`config.mk`:
```
export PLATFORM = sky130hd
export DESIGN_NAME = apb_rr_master
export DESIGN_NICKNAME = d
export VERILOG_FILES = /design/src/rtl/apb_pkg.sv /design/src/rtl/rr_arbiter.sv /design/src/rtl/apb_rr_master.sv
export SDC_FILE = /design/constraint.sdc
export NUM_CORES = 1
export LEC_CHECK = 0
export BUFFER_PORTS_ARGS = -buffer_cell sky130_fd_sc_hd__clkbuf_2
export CAP_MARGIN = 0
export CORE_UTILIZATION = 48
export DETAILED_ROUTE_END_ITERATION = 10
export GPL_TIMING_DRIVEN = 1
export HOLD_SLACK_MARGIN = 0.06
export PLACE_DENSITY = 0.94
export SYNTH_ARGS = -nofsm -noshare
export SYNTH_HDL_FRONTEND = slang
export SYNTH_SLANG_ARGS = --single-unit
```
`constraint.sdc`:
```
create_clock -name aclk -period 4.15 [get_ports aclk]
set_input_delay 0 -clock aclk [delete_from_list [all_inputs] [get_ports aclk]]
set_output_delay 0 -clock aclk [all_outputs]
set_load 0.02 [all_outputs]
```
`src/rtl/apb_pkg.sv`:
```
// Shared types and default widths for the round-robin APB master.
package apb_pkg;

  typedef enum logic [1:0] {
    IDLE,
    SETUP,
    ACCESS
  } apb_state_e;

  localparam int DEF_NUM_REQ        = 2;
  localparam int DEF_ADDR_WIDTH     = 12;
  localparam int DEF_DATA_WIDTH     = 32;
  localparam int DEF_TIMEOUT_CYCLES = 256;

  function automatic int idx_width(input int n);
    return (n > 1) ? $clog2(n) : 1;
  endfunction

endpackage

```
`src/rtl/rr_arbiter.sv`:
```
// Combinational round-robin pick: first set request after last_grant.
module rr_arbiter
  import apb_pkg::*;
#(
  parameter int N = DEF_NUM_REQ,
  localparam int IW = idx_width(N)
) (
  input  logic [N-1:0]  req,
  input  logic [IW-1:0] last_grant,
  output logic [N-1:0]  grant,
  output logic [IW-1:0] grant_idx,
  output logic          any_grant
);

  int j;

  always_comb begin
    grant     = '0;
    grant_idx = '0;
    any_grant = 1'b0;
    j         = 0;
    for (int k = 1; k <= N; k++) begin
      j = int'(last_grant) + k;
      if (j >= N) j = j - N;
      if (!any_grant && req[j[IW-1:0]]) begin
        any_grant            = 1'b1;
        grant[j[IW-1:0]]     = 1'b1;
        grant_idx            = j[IW-1:0];
      end
    end
  end

endmodule

```
`src/rtl/apb_rr_master.sv`:
```
// Round-robin shared APB master; define APB_TIMEOUT_EN to bound ACCESS
// with a TIMEOUT_CYCLES watchdog that completes the transfer with an error.
module apb_rr_master
  import apb_pkg::*;
#(
  parameter int NUM_REQ        = DEF_NUM_REQ,
  parameter int ADDR_WIDTH     = DEF_ADDR_WIDTH,
  parameter int DATA_WIDTH     = DEF_DATA_WIDTH,
  parameter int TIMEOUT_CYCLES = DEF_TIMEOUT_CYCLES
) (
  input  logic                          aclk,
  input  logic                          areset,
  input  logic [NUM_REQ-1:0]            req_valid,
  input  logic [NUM_REQ*ADDR_WIDTH-1:0] req_addr,
  input  logic [NUM_REQ-1:0]            req_write,
  input  logic [NUM_REQ*DATA_WIDTH-1:0] req_wdata,
  output logic [NUM_REQ-1:0]            req_done,
  output logic [DATA_WIDTH-1:0]         rsp_rdata,
  output logic                          rsp_err,
  output logic                          psel,
  output logic [ADDR_WIDTH-1:0]         paddr,
  output logic                          penable,
  output logic                          pwrite,
  output logic [DATA_WIDTH-1:0]         pwdata,
  input  logic [DATA_WIDTH-1:0]         prdata,
  input  logic                          pready,
  input  logic                          pslverr
);

  localparam int IW = idx_width(NUM_REQ);

  if (NUM_REQ < 2) begin : g_chk_num_req
    $error("apb_rr_master: NUM_REQ must be >= 2");
  end
  if (TIMEOUT_CYCLES < 1) begin : g_chk_timeout
    $error("apb_rr_master: TIMEOUT_CYCLES must be >= 1");
  end

  apb_state_e         state;
  logic [IW-1:0]      last_grant;
  logic [NUM_REQ-1:0] grant_oh;
  logic [NUM_REQ-1:0] arb_grant;
  logic [IW-1:0]      arb_idx;
  logic               arb_any;
  logic               timeout;
  logic               finish;

  rr_arbiter #(
    .N(NUM_REQ)
  ) u_arb (
    .req       (req_valid),
    .last_grant(last_grant),
    .grant     (arb_grant),
    .grant_idx (arb_idx),
    .any_grant (arb_any)
  );

  assign psel    = (state == SETUP) || (state == ACCESS);
  assign penable = (state == ACCESS);

`ifdef APB_TIMEOUT_EN
  localparam int CW = $clog2(TIMEOUT_CYCLES + 1);

  logic [CW-1:0] to_cnt;

  always_ff @(posedge aclk or posedge areset) begin
    if (areset) begin
      to_cnt <= '0;
    end else if (state != ACCESS) begin
      to_cnt <= '0;
    end else if (!pready) begin
      to_cnt <= to_cnt + CW'(1);
    end
  end

  // Fires in the last allowed ACCESS cycle so done lands right after it
  assign timeout = (state == ACCESS) && !pready &&
                   (to_cnt == CW'(TIMEOUT_CYCLES - 1));
`else
  assign timeout = 1'b0;
`endif

  assign finish = (state == ACCESS) && (pready || timeout);

  always_ff @(posedge aclk or posedge areset) begin
    if (areset) begin
      state      <= IDLE;
      last_grant <= IW'(NUM_REQ - 1);
      grant_oh   <= '0;
      paddr      <= '0;
      pwrite     <= 1'b0;
      pwdata     <= '0;
    end else begin
      unique case (state)
        IDLE: begin
          if (arb_any) begin
            state      <= SETUP;
            last_grant <= arb_idx;
            grant_oh   <= arb_grant;
            paddr      <= req_addr[int'(arb_idx)*ADDR_WIDTH +: ADDR_WIDTH];
            pwrite     <= req_write[arb_idx];
            pwdata     <= req_wdata[int'(arb_idx)*DATA_WIDTH +: DATA_WIDTH];
          end
        end
        SETUP: begin
          state <= ACCESS;
        end
        ACCESS: begin
          if (finish) state <= IDLE;
        end
        default: begin
          state <= IDLE;
        end
      endcase
    end
  end

  always_ff @(posedge aclk or posedge areset) begin
    if (areset) begin
      req_done  <= '0;
      rsp_rdata <= '0;
      rsp_err   <= 1'b0;
    end else begin
      req_done  <= finish ? grant_oh : '0;
      rsp_err   <= finish && (timeout || pslverr);
      rsp_rdata <= (finish && !pwrite && !timeout) ? prdata : '0;
    end
  end

  // The granted requester must hold its request until its done pulse
  a_hold_req : assert property (
    @(posedge aclk) disable iff (areset)
    (state != IDLE) |-> ((grant_oh & ~req_valid) == '0)
  );

endmodule

```
# Yosys cells after proc, flatten, opt, wreduce, memory -nomap -nowiden
# Index checks and enable logic that the tools add are counted.
# op_classes
magnitude_cmp,7
addsub,4
reduce_logical,12
n_mul,1
eq_ne,4
muxes,23
shift,2
n_bitwise,1
# ops
op,n
$shiftx 64x7->32,1
$mux 32,1
$shiftx 24x6->12,1
$mux 1,14
$mux 2,5
$logic_and 1x1->1,6
$lt 1x2->1 const B,3
$pmux 2 s3,1
$reduce_and 2->1,2
$add 1x2->3 const B,1
$ge 3x2->1 const B,1
$mul 1x2->3 const B,1
$add 1x1->2 const B,1
$demux 1 s1,2
$eq 2x1->1 const B,1
$eq 2x2->1 const B,1
$ge 1x1->1 const B,2
$ge 2x2->1 const B,1
$logic_not 1->1,2
$logic_not 2->1,1
$ne 2x1->1 const B,1
$ne 2x2->1 const B,1
$or 2x2->2,1
$sub 1x1->1 const B,2
$logic_or 1x1->1,1
# totals
inputBits,128
wordCells,63
reg_bits,85

# Depth between registers and ports, before layout
# depth
depth_word,11
ltp_mapped,8
depth_no_buf,5

# Modules after synthesis
# Synthesis repeated with hierarchy kept, for this count alone.
# hier_totals
hier_cells,295
area_unflattened_um2,3542.1
# by_module_without_submodules
mod,cells_per_inst,seq_area_each_um2,area_each_um2,n_inst
apb_rr_master,290,2128.3,3509.6,1
rr_arbiter,5,0.0,32.5,1

# Worst setup path before layout
# OpenSTA, ideal clock, no wires.
# synth_path
kind,register to register
from,register state[0]
to,register state[0]
synth_period_minus_slack_ns,1.506
slack_ns,2.644
arrival_ns,1.381
setup_ns,0.125
path_stages_with_launch,6
required_time_ns,4.025
path_cell_list,dfrtp_1 > inv_1 > ha_1 > nor2b_1 > a21oi_1 > mux2_2
# synth_via
elab_chain_len,4
# synth_rtl
element,line_no,text
"start, declared",apb_rr_master.sv:39,apb_state_e state;
"start signal, assigned",apb_rr_master.sv:87,state <= IDLE;
"start signal, assigned",apb_rr_master.sv:97,state <= SETUP;
"start signal, assigned",apb_rr_master.sv:106,state <= ACCESS;
$eq 2x2->1 (*),--,
net penable,apb_rr_master.sv:22,"output logic penable,"
$logic_and 1x1->1,apb_rr_master.sv:83,assign finish = (state == ACCESS) && (pready || timeout);
$ne 2x1->1 (no source line),--,
$reduce_and 2->1 (no source line),--,
# The timed path passes the listed nets; every way through them passes the cells marked *.
# A chain may end at the register's enable or synchronous reset.

# Worst setup path after layout
# layout_path
from,register state[0]
to,register pwdata[7]
# layout_via
elab_chain_len,2
# layout_rtl
element,line_no,text
$logic_not 2->1,apb_rr_master.sv:94,unique case (state)
$reduce_and 2->1 (no source line),--,
"end signal, assigned",apb_rr_master.sv:102,pwdata <= req_wdata[int'(arb_idx)*DATA_WIDTH +: DATA_WIDTH];
"end, declared",apb_rr_master.sv:24,"output logic [DATA_WIDTH-1:0] pwdata,"
# Every way passes these cells.

==> results.ini <==
[sta]
fmax_mhz=329
finalMaxSlewViolations=0
finalCritPeriodShare=0.733
tightest_slew_ns=0.939
hold_viol_final=0
grt_setup_unrepaired=no
finClkSkew_ns=0.0149
slew_headroom=0.374
setup_viol=0
tns_ns=0
min_period_ns=3.04

[route]
routedWlPerCell_um=17.8
drtIter0Drc=169
drt_pre_antenna_iters=5
met2_length_um=7070
route.met3.wl_um=1030
vias=4079
via_per_inst=5.23
drc=0
wl_met1_um=5100
routed.top_layer=met4
ant_nets=0
wirelength_um=13900

[yosys]
synthDistinctLibCells=23
ys_seq_area_frac=0.573
async_reset_ff_frac=1.00
synth_top_flop_cell=dfrtp_1
synth.avg_cell_area_um2=10.7
synth_edf_count=0
synthCells=347
synthTopCellsByCount=84 x dfrtp_1, 60 x a21oi_2, 47 x nor2_1, 46 x nand2_1, 34 x a21oi_1
yosys_register_bits=85
synth_top_area_cell=dfrtp_1
synth_top_area_frac=0.565
synthTopCellsByArea=dfrtp_1 57%, a21oi_2 14%, and2_1 5.4%
syn-num-nets=479
synthesis.area_um2=3720
synth.most_common_cell=dfrtp_1
synth_warnings=0

[hold_path]
hp-class=in2reg

[floorplanning]
die-area_um2=8100
die_w_um=90
die-height_um=90
rows=31
start_util=0.504
core_um2=7370
io_pins=210

[pwr]
switching_share=0.415
power_mw=4.02
combPwrFrac=0.531
ir_worst_vdd_v=0.000331
clockPowerShare=0.150
power_density_nw_per_um2=645
p_leak_nw=3.12
power_switching_mw=1.67
p_int_mw=2.35
p_seq_frac=0.319

[worst_setup_path]
arrival_ns=3.35
rrSetupSlack_ns=1.11
crit_path_start_kind=register
worstReg2RegStart=state[0]$_DFFE_PP0P_
path_class=reg2reg
worst_setup_path_end_kind=register
required_ns=4.45
endpoint=pwdata[7]$_DFFE_PP0P_
cp_max_fo=23
timing.rr.end=pwdata[7]$_DFFE_PP0P_
cp-startpoint=state[0]$_DFFE_PP0P_
worst-r2r-cell-count=7

[cts]
cts_resized=0
tritoncts=done
cts_root_buf=clkbuf_8
h-tree-depth=3
numCtsBuffers=9
clkTransAtPathRegs_ns=0.10
clock-sinks=85
cts_max_path_buffers=2
clk_latency_ns=0.37

[run]
cap_violations=0

[global_routing]
overflow=0
grt_pass1_wl_um=22000
grt_pass1_vias=4406
antenna_found_initial=0
grt_max_degree=55
grt_use_total=0.351

[run_status]
outcome=finished clean

[place]
io_buffers=209
dp_hpwl_um=6600
gp_congestion=0.819

[finish]
nNetsFinal=808
antenna_cells=0
drive_gt1_frac=0.435
area_growth_pct=67.8

cells in the final DEF, fill, tap and decap left out:
| cell | n |
|---|---|
| a21oi_1 | 34 |
| a31oi_1 | 1 |
| a21bo_2 | 1 |
| inv_1 | 2 |
| clkinv_2 | 1 |
| a21oi_2 | 60 |
| nor2_1 | 47 |
| clkbuf_1 | 1 |
| o21ai_4 | 1 |
| bufinv_16 | 1 |
| nand2_1 | 46 |
| ha_1 | 4 |
| a22o_1 | 1 |
| a21boi_4 | 1 |
| dfstp_2 | 1 |
| clkinv_4 | 2 |
| clkbuf_2 | 209 |
| and2_1 | 32 |
| mux2_2 | 2 |
| clkbuf_8 | 9 |
| o21a_1 | 1 |
| nor2b_1 | 1 |
| and3_1 | 3 |
| dfrtp_1 | 84 |
| inv_6 | 1 |
| clkinvlp_4 | 2 |
| buf_4 | 5 |
| dlygate4sd3_1 | 128 |
per-stage QoR:
| stage | hold WS [ns] | util | cell area (um^2) | instances | setup slack, ns |
|---|---|---|---|---|---|
| floorplan | 0.129 | - | 3720 | 347 | 1.96 |
| global placement | 0.196 | 0.646 | 4760 | 636 | 1.98 |
| detailed placement | 0.205 | 0.646 | 4760 | 636 | 1.83 |
| CTS | 0.252 | 0.847 | 6240 | 780 | 1.29 |
| global route | 0.335 | 0.847 | 6240 | 780 | 0.979 |
| finish | 0.327 | 0.847 | 6240 | 780 | 1.11 |
area by class of cell:
class                   instances  area, um^2
flip-flops and latches         85        2130
fillers                       358        1130
inverters                       3        12.5
clock buffers                  10         128
clock inverters                 6        71.3
repair buffers                342        2360
multi-input cells             235        1410
well taps                      99         124
state kept, by name, indices dropped and copies added (netlist names), named ones only:
signal	count
grant_oh	2
paddr	12
pwdata	32
pwrite	1
req_done	2
rsp_err	1
rsp_rdata	32
state	2
power by group through the flow:
stage	clock network (mW)	registers, mW	logic [mW]
2_1_floorplan	0	1.56	0.817
3_3_place_gp	0	1.26	1.50
3_5_place_dp	0	1.28	1.55
4_1_cts	0.603	1.26	2.03
5_1_grt	0.642	1.31	2.27
6_report	0.602	1.29	2.14
logic make-up after synthesis:
logic type | Yosys count | synth area share
and+or+nand+nor | 129 | 0.154
AOI/OAI and AO/OA | 100 | 0.203
DFF | 85 | 0.573
buffers and inverters | 27 | 0.0502
adders and majority gates | 4 | 0.0135
muxes | 2 | 0.00606
what timing repair did:
action,in CTS,in global routing
setup buffers,0,0
hold buffers,128,0
endpoints found under the setup margin,0,0
hold endpoints to repair,135,0
worst min path at each step:
stage | start | end | slack, ns | cells past startpoint
floorplan | prdata[0] | rsp_rdata[0]$_DFF_PP0_ | 0.13 | 1
global placement | areset | pwdata[12]$_DFFE_PP0P_ | 0.20 | 2
detailed placement | areset | pwdata[14]$_DFFE_PP0P_ | 0.20 | 2
CTS | req_valid[1] | state[0]$_DFFE_PP0P_ | 0.25 | 4
global route | req_valid[1] | state[0]$_DFFE_PP0P_ | 0.34 | 4
finish | req_valid[1] | state[0]$_DFFE_PP0P_ | 0.33 | 4
metal layers:
| metal | vias up | global-route usage |
|---|---|---|
| met5 | - | 0 |
| met4 | 0 | 0.206 |
| met3 | 63 | 0.0778 |
| met2 | 276 | 0.604 |
| met1 | 1941 | 0.403 |
| li1 | 1799 | - |
worst max-delay path, stage by stage (launching register included):
cell,delay (ns)
dfrtp_1,0.43
inv_1,0.14
ha_1,0.39
o21a_1,0.77
buf_4,0.41
nor2_1,0.10
a21oi_1,0.13
dlygate4sd3_1,0.59
No activity file was read; power rests on OpenSTA's default activity.
